==> src/rtl/regfile_pkg.sv <==
`default_nettype none
// ============================================================================
// Module      : regfile_pkg
// Description : Shared FSM state type and default sizing for the register file.
// Revision    : 1.0 - initial release
// ============================================================================
package regfile_pkg;

    localparam int c_DEF_DATA_W   = 32;
    localparam int c_DEF_NUM_REGS = 16;
    localparam int c_DEF_NUM_RD   = 2;

    typedef enum logic [1:0] {
        IDLE  = 2'd0,
        START = 2'd1,
        READ  = 2'd2,
        DONE  = 2'd3
    } state_t;

endpackage
`default_nettype wire

==> src/rtl/regfile_multiport_if.sv <==
`default_nettype none
// ============================================================================
// Module      : regfile_multiport_if
// Description : Request/response bundle between a requester and the register file.
// Revision    : 1.0 - initial release
// ============================================================================
interface regfile_multiport_if
    import regfile_pkg::*;
#(
    parameter int DATA_W   = c_DEF_DATA_W,
    parameter int NUM_REGS = c_DEF_NUM_REGS,
    parameter int NUM_RD   = c_DEF_NUM_RD
);
    localparam int ADDR_W = $clog2(NUM_REGS);

    logic                       available;
    logic                       write_en;
    logic [ADDR_W-1:0]          write_addr;
    logic [DATA_W-1:0]          write_data;
    logic [DATA_W/8-1:0]        write_strb;
    logic [NUM_RD*ADDR_W-1:0]   read_addr;
    logic [NUM_RD*DATA_W-1:0]   read_data;
    logic                       busy;

    modport master (
        output available, write_en, write_addr, write_data, write_strb, read_addr,
        input  read_data, busy
    );

    modport slave (
        input  available, write_en, write_addr, write_data, write_strb, read_addr,
        output read_data, busy
    );

endinterface
`default_nettype wire

==> src/rtl/regfile_storage.sv <==
`default_nettype none
// ============================================================================
// Module      : regfile_storage
// Description : Unreset register array with byte-strobed write and one read mux.
//               REGFILE_ZERO_REG_EN makes register 0 a hard-wired zero.
// Revision    : 1.0 - initial release
// ============================================================================
module regfile_storage #(
    parameter int DATA_W   = 32,
    parameter int NUM_REGS = 16,
    parameter int ADDR_W   = $clog2(NUM_REGS)
) (
    input  wire logic                clk,
    input  wire logic                i_we,
    input  wire logic [ADDR_W-1:0]   i_waddr,
    input  wire logic [DATA_W-1:0]   i_wdata,
    input  wire logic [DATA_W/8-1:0] i_wstrb,
    input  wire logic [ADDR_W-1:0]   i_raddr,
    output logic      [DATA_W-1:0]   o_rdata
);

    logic [DATA_W-1:0] w_words [NUM_REGS];

`ifdef REGFILE_ZERO_REG_EN
    localparam int c_FIRST_REG = 1;
    assign w_words[0] = '0;
`else
    localparam int c_FIRST_REG = 0;
`endif

    // Addresses >= NUM_REGS match no generated word, so such writes fall away.
    for (genvar i = c_FIRST_REG; i < NUM_REGS; i++) begin : g_reg
        logic [DATA_W-1:0] r_word;

        always_ff @(posedge clk) begin
            if (i_we && (i_waddr == ADDR_W'(i))) begin
                for (int b = 0; b < DATA_W/8; b++) begin
                    if (i_wstrb[b]) begin
                        r_word[b*8 +: 8] <= i_wdata[b*8 +: 8];
                    end
                end
            end
        end

        assign w_words[i] = r_word;
    end

    always_comb begin
        o_rdata = '0;
        for (int i = 0; i < NUM_REGS; i++) begin
            if (i_raddr == ADDR_W'(i)) begin
                o_rdata = w_words[i];
            end
        end
    end

endmodule
`default_nettype wire

==> src/rtl/regfile_multiport.sv <==
`default_nettype none
// ============================================================================
// Module      : regfile_multiport
// Description : Handshaked register file; reads load one port per cycle via a
//               shared mux. Option macro: REGFILE_ZERO_REG_EN.
// Revision    : 1.0 - initial release
// ============================================================================
module regfile_multiport
    import regfile_pkg::*;
#(
    parameter int DATA_W   = c_DEF_DATA_W,
    parameter int NUM_REGS = c_DEF_NUM_REGS,
    parameter int NUM_RD   = c_DEF_NUM_RD
) (
    input  wire logic          clk,
    input  wire logic          reset_n,
    regfile_multiport_if.slave bus
);

    localparam int ADDR_W = $clog2(NUM_REGS);
    localparam int IDX_W  = $clog2(NUM_RD + 1);

    state_t                   r_state;
    logic [IDX_W-1:0]         r_idx;
    logic                     r_busy;
    logic [NUM_RD*DATA_W-1:0] r_read_data;

    logic [IDX_W-1:0]         w_sel;
    logic [ADDR_W-1:0]        w_rd_addr;
    logic [DATA_W-1:0]        w_rd_word;
    logic                     w_we;

    assign w_we  = (r_state == START) && bus.write_en;
    assign w_sel = (r_state == READ) ? r_idx : '0;

    always_comb begin
        w_rd_addr = '0;
        for (int k = 0; k < NUM_RD; k++) begin
            if (w_sel == IDX_W'(k)) begin
                w_rd_addr = bus.read_addr[k*ADDR_W +: ADDR_W];
            end
        end
    end

    regfile_storage #(
        .DATA_W   (DATA_W),
        .NUM_REGS (NUM_REGS),
        .ADDR_W   (ADDR_W)
    ) u_storage (
        .clk     (clk),
        .i_we    (w_we),
        .i_waddr (bus.write_addr),
        .i_wdata (bus.write_data),
        .i_wstrb (bus.write_strb),
        .i_raddr (w_rd_addr),
        .o_rdata (w_rd_word)
    );

    always_ff @(posedge clk or negedge reset_n) begin
        if (!reset_n) begin
            r_state     <= IDLE;
            r_idx       <= '0;
            r_busy      <= 1'b0;
            r_read_data <= '0;
        end else begin
            unique case (r_state)
                IDLE: begin
                    if (bus.available) begin
                        r_state <= START;
                        r_busy  <= 1'b1;
                        r_idx   <= '0;
                    end
                end
                START: begin
                    if (bus.write_en) begin
                        r_busy  <= 1'b0;
                        r_state <= DONE;
                    end else begin
                        r_read_data[DATA_W-1:0] <= w_rd_word;
                        r_idx <= IDX_W'(1);
                        if (NUM_RD == 1) begin
                            r_busy  <= 1'b0;
                            r_state <= DONE;
                        end else begin
                            r_state <= READ;
                        end
                    end
                end
                READ: begin
                    // Ports above the index keep their old value until reached.
                    for (int k = 1; k < NUM_RD; k++) begin
                        if (r_idx == IDX_W'(k)) begin
                            r_read_data[k*DATA_W +: DATA_W] <= w_rd_word;
                        end
                    end
                    r_idx <= r_idx + IDX_W'(1);
                    if (r_idx == IDX_W'(NUM_RD - 1)) begin
                        r_busy  <= 1'b0;
                        r_state <= DONE;
                    end
                end
                DONE: begin
                    if (!bus.available) begin
                        r_state <= IDLE;
                    end
                end
                default: r_state <= IDLE;
            endcase
        end
    end

    assign bus.read_data = r_read_data;
    assign bus.busy      = r_busy;

endmodule
`default_nettype wire

==> src/flat_wrapper.sv <==
// flat-port wrapper written by rule: the top's interface ports become plain ports
module regfile_multiport_flat import regfile_pkg::*;
#(
    parameter int DATA_W   = c_DEF_DATA_W,
    parameter int NUM_REGS = c_DEF_NUM_REGS,
    parameter int NUM_RD   = c_DEF_NUM_RD
)
  (clk, reset_n, bus_available, bus_write_en, bus_write_addr, bus_write_data, bus_write_strb, bus_read_addr, bus_read_data, bus_busy);
  regfile_multiport_if #(.DATA_W(DATA_W), .NUM_REGS(NUM_REGS), .NUM_RD(NUM_RD)) bus_i ();
  input  wire logic clk;
  input  wire logic reset_n;
  input wire logic [$bits(bus_i.available)-1:0] bus_available;
  input wire logic [$bits(bus_i.write_en)-1:0] bus_write_en;
  input wire logic [$bits(bus_i.write_addr)-1:0] bus_write_addr;
  input wire logic [$bits(bus_i.write_data)-1:0] bus_write_data;
  input wire logic [$bits(bus_i.write_strb)-1:0] bus_write_strb;
  input wire logic [$bits(bus_i.read_addr)-1:0] bus_read_addr;
  output wire logic [$bits(bus_i.read_data)-1:0] bus_read_data;
  output wire logic [$bits(bus_i.busy)-1:0] bus_busy;
  assign bus_i.available = bus_available;
  assign bus_i.write_en = bus_write_en;
  assign bus_i.write_addr = bus_write_addr;
  assign bus_i.write_data = bus_write_data;
  assign bus_i.write_strb = bus_write_strb;
  assign bus_i.read_addr = bus_read_addr;
  assign bus_read_data = bus_i.read_data;
  assign bus_busy = bus_i.busy;
  regfile_multiport #(.DATA_W(DATA_W), .NUM_REGS(NUM_REGS), .NUM_RD(NUM_RD)) u_core (.clk(clk), .reset_n(reset_n), .bus(bus_i));
endmodule
==> config.mk <==
export PLATFORM = sky130hd
export DESIGN_NAME = regfile_multiport_flat
export DESIGN_NICKNAME = d
export VERILOG_FILES = /design/src/rtl/regfile_pkg.sv /design/src/rtl/regfile_multiport_if.sv /design/src/rtl/regfile_storage.sv /design/src/rtl/regfile_multiport.sv /design/src/flat_wrapper.sv
export SDC_FILE = /design/constraint.sdc
export NUM_CORES = 1
export LEC_CHECK = 0
export ABC_AREA = 1
export CORE_UTILIZATION = 40
export DETAILED_ROUTE_END_ITERATION = 10
export GPL_TIMING_DRIVEN = 0
export HOLD_SLACK_MARGIN = 0.02
export PLACE_DENSITY = 0.58
export SYNTH_ARGS = -nofsm -noshare
export SYNTH_HDL_FRONTEND = slang
export SYNTH_SLANG_ARGS = --single-unit
==> constraint.sdc <==
create_clock -name clk -period 3.8 [get_ports clk]
set_clock_uncertainty 0.2 [all_clocks]
set_input_delay 0.57 -clock clk [delete_from_list [all_inputs] [get_ports clk]]
set_output_delay 0.57 -clock clk [all_outputs]
set_load 0.05 [all_outputs]
# After elaboration in Yosys (flattened, before gate mapping)
# Cells that the tools add are included.
# totals
register_bits,581
inputBits,52
# op_classes
n_bitwise,1
n_reduce_logical,91
n_mux,31
n_eq_ne,40
n_addsub,1
# op_table
op,n
2-to-1 mux 32 bit,16
AND reduction 2 bit,66
"== test 4 bit, second input constant",16
"== test 4 x 3 -> 1 bit, second input constant",8
logical AND 1 bit,17
"== test 4 x 2 -> 1 bit, second input constant",4
2-to-1 mux 2 bit,6
"inequality test 2 bit, second input constant",5
"== test 4 x 1 -> 1 bit, second input constant",2
logical NOT 4 bit,2
2-to-1 mux 4 bit,2
one-hot mux 2 bit (4 select lines),1
"== test 2 x 1 -> 1 bit, second input constant",3
one-hot mux 2 bit (3 select lines),1
AND reduction 3 bit,2
"== test 2 bit, second input constant",2
logical NOT 2 bit,2
2-to-1 mux 1 bit,4
AND reduction 4 bit,1
one-hot mux 1 bit (3 select lines),1
nonzero test 3 bit,1
"adder 2 x 1 -> 2 bit, second input constant",1
inverter 1 bit,1

# Longest topological paths before layout
# depth
word_depth,22
depth_mapped,22

# Cells and area by module
# Synthesis repeated with hierarchy kept, for this count alone.
# unflattened
hier_cells,1894
hier_area_um2,22985.8
# modules_own_cells
module,area_per_inst_um2,n_inst,seq_area_each_um2,cells_each
regfile_storage,20030.5,1,15374.7,1588
regfile_multiport,2955.3,1,1726.7,306

# Worst setup path after synthesis
# OpenSTA, ideal clock, no wires.
# synth_path
kind,reg2reg
startpoint,reg u_core.r_state[0]
endpoint,"reg u_core.r_read_data[20], in the netlist u_core.bus.read_data[20]"
stages_incl_launch_ff,20
path_buffers,1
setup_ps,118
synth_period_minus_slack_ps,2646
setup_slack_ps,1154
required_ps,3482
t_arrival_ps,2329
cell_sequence,dfrtp_1 -> inv_1 -> ha_1 -> nand2_2 -> nand3_1 -> nand2_2 -> inv_2 -> nand2_2 -> nor2_4 -> inv_2 -> buf_6 -> or2_0 -> nand2_1 -> nand3_1 -> nand2_1 -> nand3_1 -> nand2_1 -> nand4_1 -> nand2_1 -> nand2_1
# synth_via
elab_chain_cells,22
elab_cells_between_ends,40
classes_between,18 x eq/ne; 19 x mux; 3 x reduce/logical
# synth_rtl
item,line,source
from (decl),regfile_multiport.sv:23,state_t r_state;
from (signal assigned),regfile_multiport.sv:61,r_state <= IDLE;
from (signal assigned),regfile_multiport.sv:69,r_state <= START;
from (signal assigned),regfile_multiport.sv:77,r_state <= DONE;
== test 2 bit,regfile_multiport.sv:34,assign w_sel = (r_state == READ) ? r_idx : '0;
2-to-1 mux 2 bit,regfile_multiport.sv:34,
logical NOT 2 bit,regfile_multiport.sv:39,if (w_sel == IDX_W'(k)) begin
2-to-1 mux 4 bit (2 in series),regfile_multiport.sv:39,
logical NOT 4 bit,regfile_storage.sv:51,if (i_raddr == ADDR_W'(i)) begin
2-to-1 mux 32 bit (16 in series),regfile_storage.sv:51,
"to (signal, indexed assignment)",regfile_multiport.sv:79,r_read_data[DATA_W-1:0] <= w_rd_word;
"to (signal, indexed assignment)",regfile_multiport.sv:93,r_read_data[k*DATA_W +: DATA_W] <= w_rd_word;
to (decl),regfile_multiport.sv:26,logic [NUM_RD*DATA_W-1:0] r_read_data;
# Several ways; a longest one is shown, not always the timed one.
# A chain may end at the register's enable or synchronous reset.

# Final worst setup path
# layout_path
startpoint,reg u_core.r_state[0]
endpoint,"reg u_core.r_read_data[55], in the netlist u_core.bus.read_data[55]"
# layout_via
elab_chain_cells,22
elab_cells_between_ends,39
classes_between,17 x eq/ne; 19 x mux; 3 x reduce/logical
# layout_rtl
item,line
== test 2 bit (*),"regfile_multiport.sv:34, regfile_multiport.sv:66"
2-to-1 mux 2 bit,regfile_multiport.sv:34
logical NOT 2 bit,regfile_multiport.sv:39
2-to-1 mux 4 bit (2 in series),regfile_multiport.sv:39
logical NOT 4 bit,regfile_storage.sv:51
2-to-1 mux 32 bit (16 in series),regfile_storage.sv:51
# Mark *: on every way between the ends. The rest lies on a longest branch, timed or not.

==> results by group <==
Outcome
  • Status: finished clean

Floorplan
  • Die Y-Extent: ~240 µm
  • I/O pins: about 120
  • Site Rows: 87
  • Initial core utilization: ~40%
  • Core ar.: 56,700 µm²
  • Die area: ~59,000 µm²
  • Chip width: ~240 µm

Clock network
  • Worst skew pair latency: approximately 0.61 ns
  • CTS tree: built
  • Clock Pin Slew Worst Setup and Hold Paths: approximately 0.06 ns
  • Max clock buf depth: 3
  • Clock tree sinks: 581
  • Setup bufs post-CTS: 0
  • CTS Buf Count: 58
  • Max H-tree Level: 2
  • Clock Tree Root: clkbuf_16

Global route
  • Total grt overflow: 0
  • Routing usage on met1: 27.4%
  • Initial antenna violation count: 1
  • Top Usage Layer GRT: met2
  • First-pass GRT wire length: 87.4 mm
  • Vias in the first global route: approximately 15,000
  • Largest net degree at the start of global routing: 70
  • Total track usage: 19.8%
  • Met3 Track Usage GR: around 2.6%
  • Grt met2 use: ~33%

STA
  • Max-slew headroom: between 30% and 40%
  • Worst slew pin tran: about 0.9 ns
  • Final count of negative-setup-slack endpoints: 0
  • Final hold violations: 0
  • Achievable frequency: about 280 MHz
  • Crit share post-route: between 90% and 100%
  • Pins Over Slew Limit: 0
  • Post-route setup slack: between 0.2 and 0.25 ns
  • Post-route minimum period: between 3 and 4 ns
  • Hold Slack: between 0.2 and 0.3 ns
  • Sum of negative setup slack: 0 ns

Yosys
  • Syn Area/Cell: about 12 µm²
  • Synth Instances: about 1,900
  • Yosys cell types: 32
  • Synth Register Bits: ~580
  • Post-Synthesis Net Count: 1,999
  • Post-Synthesis Cell Area: ~23,000 µm²
  • Yosys Warn Count: 0
  • Post-synthesis sequential area ratio: 74.1%

Pwr
  • VDD IR max: 0.000400 V
  • PD cells: approximately 660 nW/µm²
  • P_leak: about 9.9 nW

Layout
  • Footprint of the multi-input gates: 5200 µm²
  • Post-route cell area: ~27,000 µm²
  • Fraction of layout cells with a size suffix above 1: 7.95%
  • Reg area: 17,100 µm²
  • Nets: roughly 2,200
  • Diode count: 0
  • Syn-to-layout area delta: 16.9%
  • Fill cells: about 5,100
  • Fin cells: between 2,000 and 3,000

Worst setup path
  • Crit path max fanout: 10
  • Crit start category: register
  • Critical Path AT: 3.88 ns
  • WS Path Type: register to register
  • CP Capture Type: register
  • Req. time, crit path: 4.10 ns

Place
  • Post-DP HPWL: about 42 mm
  • Dpl ws: -0.0790 ns
  • Placed cells: 2,812
  • Final GP Congestion: roughly 0.80
  • Port Buffer Count: 116
  • Placement Cell Area: 25,200 µm²

Route
  • 1st-pass router iterations: 5
  • 1st-iter DRT viols: roughly 1,200
  • Average via count per standard cell: slightly above 5
  • DRC viols: 0
  • DR vias: between 10,000 and 15,000
  • Post-Route WL: 57.4 mm
  • Post-route ant nets: 0
  • DR WL/cell: 19.7 µm

Min path
  • HP Class: register to register

Flow run
  • Max-Cap Viols: 0
[flip-flops by register name, summed over array words and instances, names as in the netlist]
name                       count
u_core.bus.busy                1
u_core.r_idx                   2
u_core.r_state                 2
u_core.u_storage.g.r_word    512
u_core.bus.read_data          64
[synthesized netlist by cell type]
library cell | instances | share of area, %
nand2_1 | 623 | 10
edfxtp_1 | 512 | 67
nor2_1 | 174 | 2.8
nand3_1 | 125 | 2.7
inv_1 | 108 | 1.8
nand4_1 | 75 | 2.0
dfrtp_1 | 69 | 7.5
a21oi_1 | 60 | 1.3
clkbuf_1 | 37 | 0.60
or2_0 | 22 | 0.60
or2_2 | 22 | 0.60
buf_2 | 21 | 0.46
or2_1 | 17 | 0.46
nand2_2 | 11 | 0.30
nor3_1 | 9 | 0.20
buf_1 | 7 | 0.11
ha_1 | 7 | 0.38
inv_2 | 7 | 0.11
nor2_2 | 6 | 0.16
nor2_4 | 6 | 0.29
buf_6 | 5 | 0.24
buf_4 | 4 | 0.13
o21ai_0 | 3 | 0.065
nand2_4 | 2 | 0.098
and3_1 | 1 | 0.027
clkinv_1 | 1 | 0.016
inv_4 | 1 | 0.027
nor2_8 | 1 | 0.087
nor3_2 | 1 | 0.043
nor3_4 | 1 | 0.070
o22ai_1 | 1 | 0.027
o31ai_1 | 1 | 0.033
[where the power goes]
group	leakage [nW]	internal (mW)	switching, mW	total (mW)
sequential	5.47	7.32	0.219	7.53
combinational	3.61	1.42	3.39	4.81
clock	0.867	3.00	2.35	5.35
total	9.95	11.7	5.96	17.7
[routing by layer]
layer	vias to the layer above	routed length [µm]	part of all wire [%]
met4	2	1210	2.1
met2	408	27200	47
met3	93	3050	5.3
li1	6959	-	-
met1	7252	25900	45
met5	-	14	0.024
[logic make-up (layout without fill, tap and decap cells)]
kind of cell	count (synthesis)	after routing	share of synthesized area (%)
AO/OA/AOI/OAI	65	65	1.43
AND/OR/NAND/NOR	1096	1096	20.6
flip-flops	581	581	74.1
adder cells (fa/ha/maj)	7	7	0.379
buffers and inverters	191	414	3.46
[worst paths after layout]
path	startpoint	endpoint	slack [ns]	depth (start not counted)
worst min register to register	u_core.bus.read_data[61]	u_core.bus.read_data[61]	0.28	2
worst min-delay path	u_core.bus.read_data[61]	u_core.bus.read_data[61]	0.28	2
worst max register to register	u_core.r_state[0]	u_core.bus.read_data[55]	0.22	20
min in group asynchronous	reset_n	u_core.bus.read_data[61]	0.41	2
worst max-delay path	u_core.r_state[0]	u_core.bus.read_data[55]	0.22	20
max in group asynchronous	reset_n	u_core.bus.read_data[41]	2.37	2
[final cells by class]
type | instances | area share [%]
buffer | 74 | 1.33
inverter | 117 | 1.65
timing repair buffer | 117 | 4.33
tap | 756 | 3.51
clock inverter | 31 | 0.710
sequential | 581 | 63.4
clock buffer | 75 | 5.77
multi-input combinational | 1168 | 19.3
[worst max-delay path: stages (launching register included)]
cell      delay [ns]
dfrtp_1         0.42
inv_1           0.17
ha_2            0.30
nand2_2         0.14
nand2_2         0.11
nand2_4         0.07
inv_1           0.05
nand2_1         0.16
nand2_2         0.17
nor2_1          0.09
inv_2           0.10
clkbuf_4        0.23
nor2_1          0.06
nor2_1          0.21
nand4_1         0.13
nand2_1         0.10
nand4_1         0.13
nor3_1          0.27
nand4_1         0.20
nand2_1         0.10
nand2_1         0.06
[stage by stage]
step / total power [mW] / util, %
after detailed placement: 12.5 / 44.4
after global placement: 12.5 / 44.4
final: 17.7 / 47.6
after CTS: 17.9 / 47.5
after global routing: 18.5 / 47.6
after floorplan: 10.6 / -
[layout by cell type, fill, tap and decap left out, drive strengths merged]
| master | instances |
|---|---|
| edfxtp | 512 |
| clkinv | 29 |
| o22ai | 1 |
| nand3 | 125 |
| ha | 7 |
| nand4 | 75 |
| clkbuf | 113 |
| nor3 | 11 |
| and3 | 1 |
| nor2 | 187 |
| dlygate4sd3 | 1 |
| bufinv | 2 |
| clkdlybuf4s50 | 115 |
| o31ai | 1 |
| o21ai | 3 |
| buf | 37 |
| nand2 | 636 |
| a21oi | 60 |
| inv | 116 |
| dfrtp | 69 |
| or2 | 61 |
| clkinvlp | 1 |
[repair_timing]
action / in CTS / in global routing
hold buffers: 1 / 0
endpoints found under the hold margin: 69 / 0
pin swaps: 0 / 1
endpoints found under the setup margin: 20 / 59
resized for setup: 1 / 7
(Power assumes the default switching activity.)
==> edit, RTL diff (same settings) <==
The option `REGFILE_ZERO_REG_EN` is turned on by a define.
--- a/src/rtl/regfile_storage.sv
+++ b/src/rtl/regfile_storage.sv
@@ -7,2 +7,4 @@
 // ============================================================================
+`define REGFILE_ZERO_REG_EN
+
 module regfile_storage #(
Behaviour: not the same (a bounded check fails within 10 cycles, from zero or initial values and one cycle with reset_n low).
==> edit against the original RTL <==
- synthesized area decreased by 5.8%
- final area decreased by 5.1%
- wire length down 8.3%
- setup slack better by 0.13 ns
- via count decreased by 8.1%
- critical path depth shrank 4
- total power fell by 6.2%
- non-clock buffer count shrank 9
- global-route usage decreased by 0.74 points
- sequential cell count down 32
- synthesized cell count fell by 5.2%
- critical path type unchanged
==> edit: results <==
placement:
  place_ws_ns: 0.283
  place_area_um2: 23800
min_path:
  hold_end: "u_core.bus.read_data[54]"
  hold_start: "u_core.bus.read_data[54]"
route:
  routed_via_density: 4.90
  wl_um: 52600
  first_pass_iters: 6
power_and_ir_drop:
  vdd_drop_max_mv: 0.361
  leakagePower_uw: 0.00960
finish:
  final_cell_count_no_fill: 2757
  largest_reg_flops: 480
  fillers: 4671
  drive_gt1_frac: 0.0791
  fin_nets: 2074
setup_path:
  slowest_delay_ns: 0.49
  rrSetupSlack_ns: 0.35
  ff2ff_path_depth: 16
  arrival_ns: 3.78
logic_synthesis:
  synth_edf_count: 480
  async_reset_ff_frac: 0.126
  seq_area_frac_synth: 0.743
  post_synth.cell_area_avg_um2: 11.8
  syn_nets: 1899
  ys_top_cells_by_count: "nand2_1 (555), edfxtp_1 (480), nor2_1 (207)"
timing:
  min_period_ns: 3.45
clock_network:
  numCtsBuffers: 56
outcome:
  outcome: "finished, final reports clean"
[edit: changes by cell type after synthesis, sizes merged, moves of 28 or more]
cell,unedited run,this run
a21oi,60,14
edfxtp,512,480
nand2,636,566
nand3,125,153
nor2,187,215
or2,61,32
[edit: cell families after synthesis]
family | synth area share
simple gates | 0.209
flops | 0.743
compound gates | 0.00622
fa+ha+maj | 0.00403
buf+inv | 0.0378
[edit: per-layer routing]
metal	vias to the layer above	routed length, um	GRT usage
li1	6605	-	-
met1	6451	23900	0.262
met2	386	25000	0.313
met3	73	2520	0.0251
met4	0	1200	0.0598
met5	-	0	0
[edit: worst max-delay path, delay by kind of cell, from the launching register on]
| family | cells | cell delay (ns) |
|---|---|---|
| and+or+nand+nor | 11 | 1.50 |
| buffers and inverters | 4 | 1.00 |
| adders and majority gates | 1 | 0.25 |
| DFF | 1 | 0.41 |
[edit: timing repair]
item / 4_1_cts / 5_1_grt
hold buffers: 1 / 0
endpoints found under the hold margin: 69 / 0
resized for setup: 0 / 1
setup endpoints to repair: 0 / 10
[edit: layout make-up]
| type | count | area (um2) | area share |
|---|---|---|---|
| sequential | 549 | 16100 | 0.631 |
| multi-input combinational | 1088 | 4770 | 0.187 |
| clock buffer | 70 | 1500 | 0.0585 |
| timing repair buffer | 117 | 1170 | 0.0457 |
| tap | 696 | 871 | 0.0340 |
| inverter | 138 | 520 | 0.0203 |
| clock inverter | 34 | 325 | 0.0127 |
| buffer | 65 | 300 | 0.0117 |
[edit: power by group through the flow]
stage                     registers (uW)  clock network, uW  logic (uW)
after floorplan                     8350                  0        1390
after global placement              7280                  0        3950
after detailed placement            7290                  0        3990
after CTS                           7170               5530        4010
after global routing                7200               5750        4290
final                               7160               5450        3980
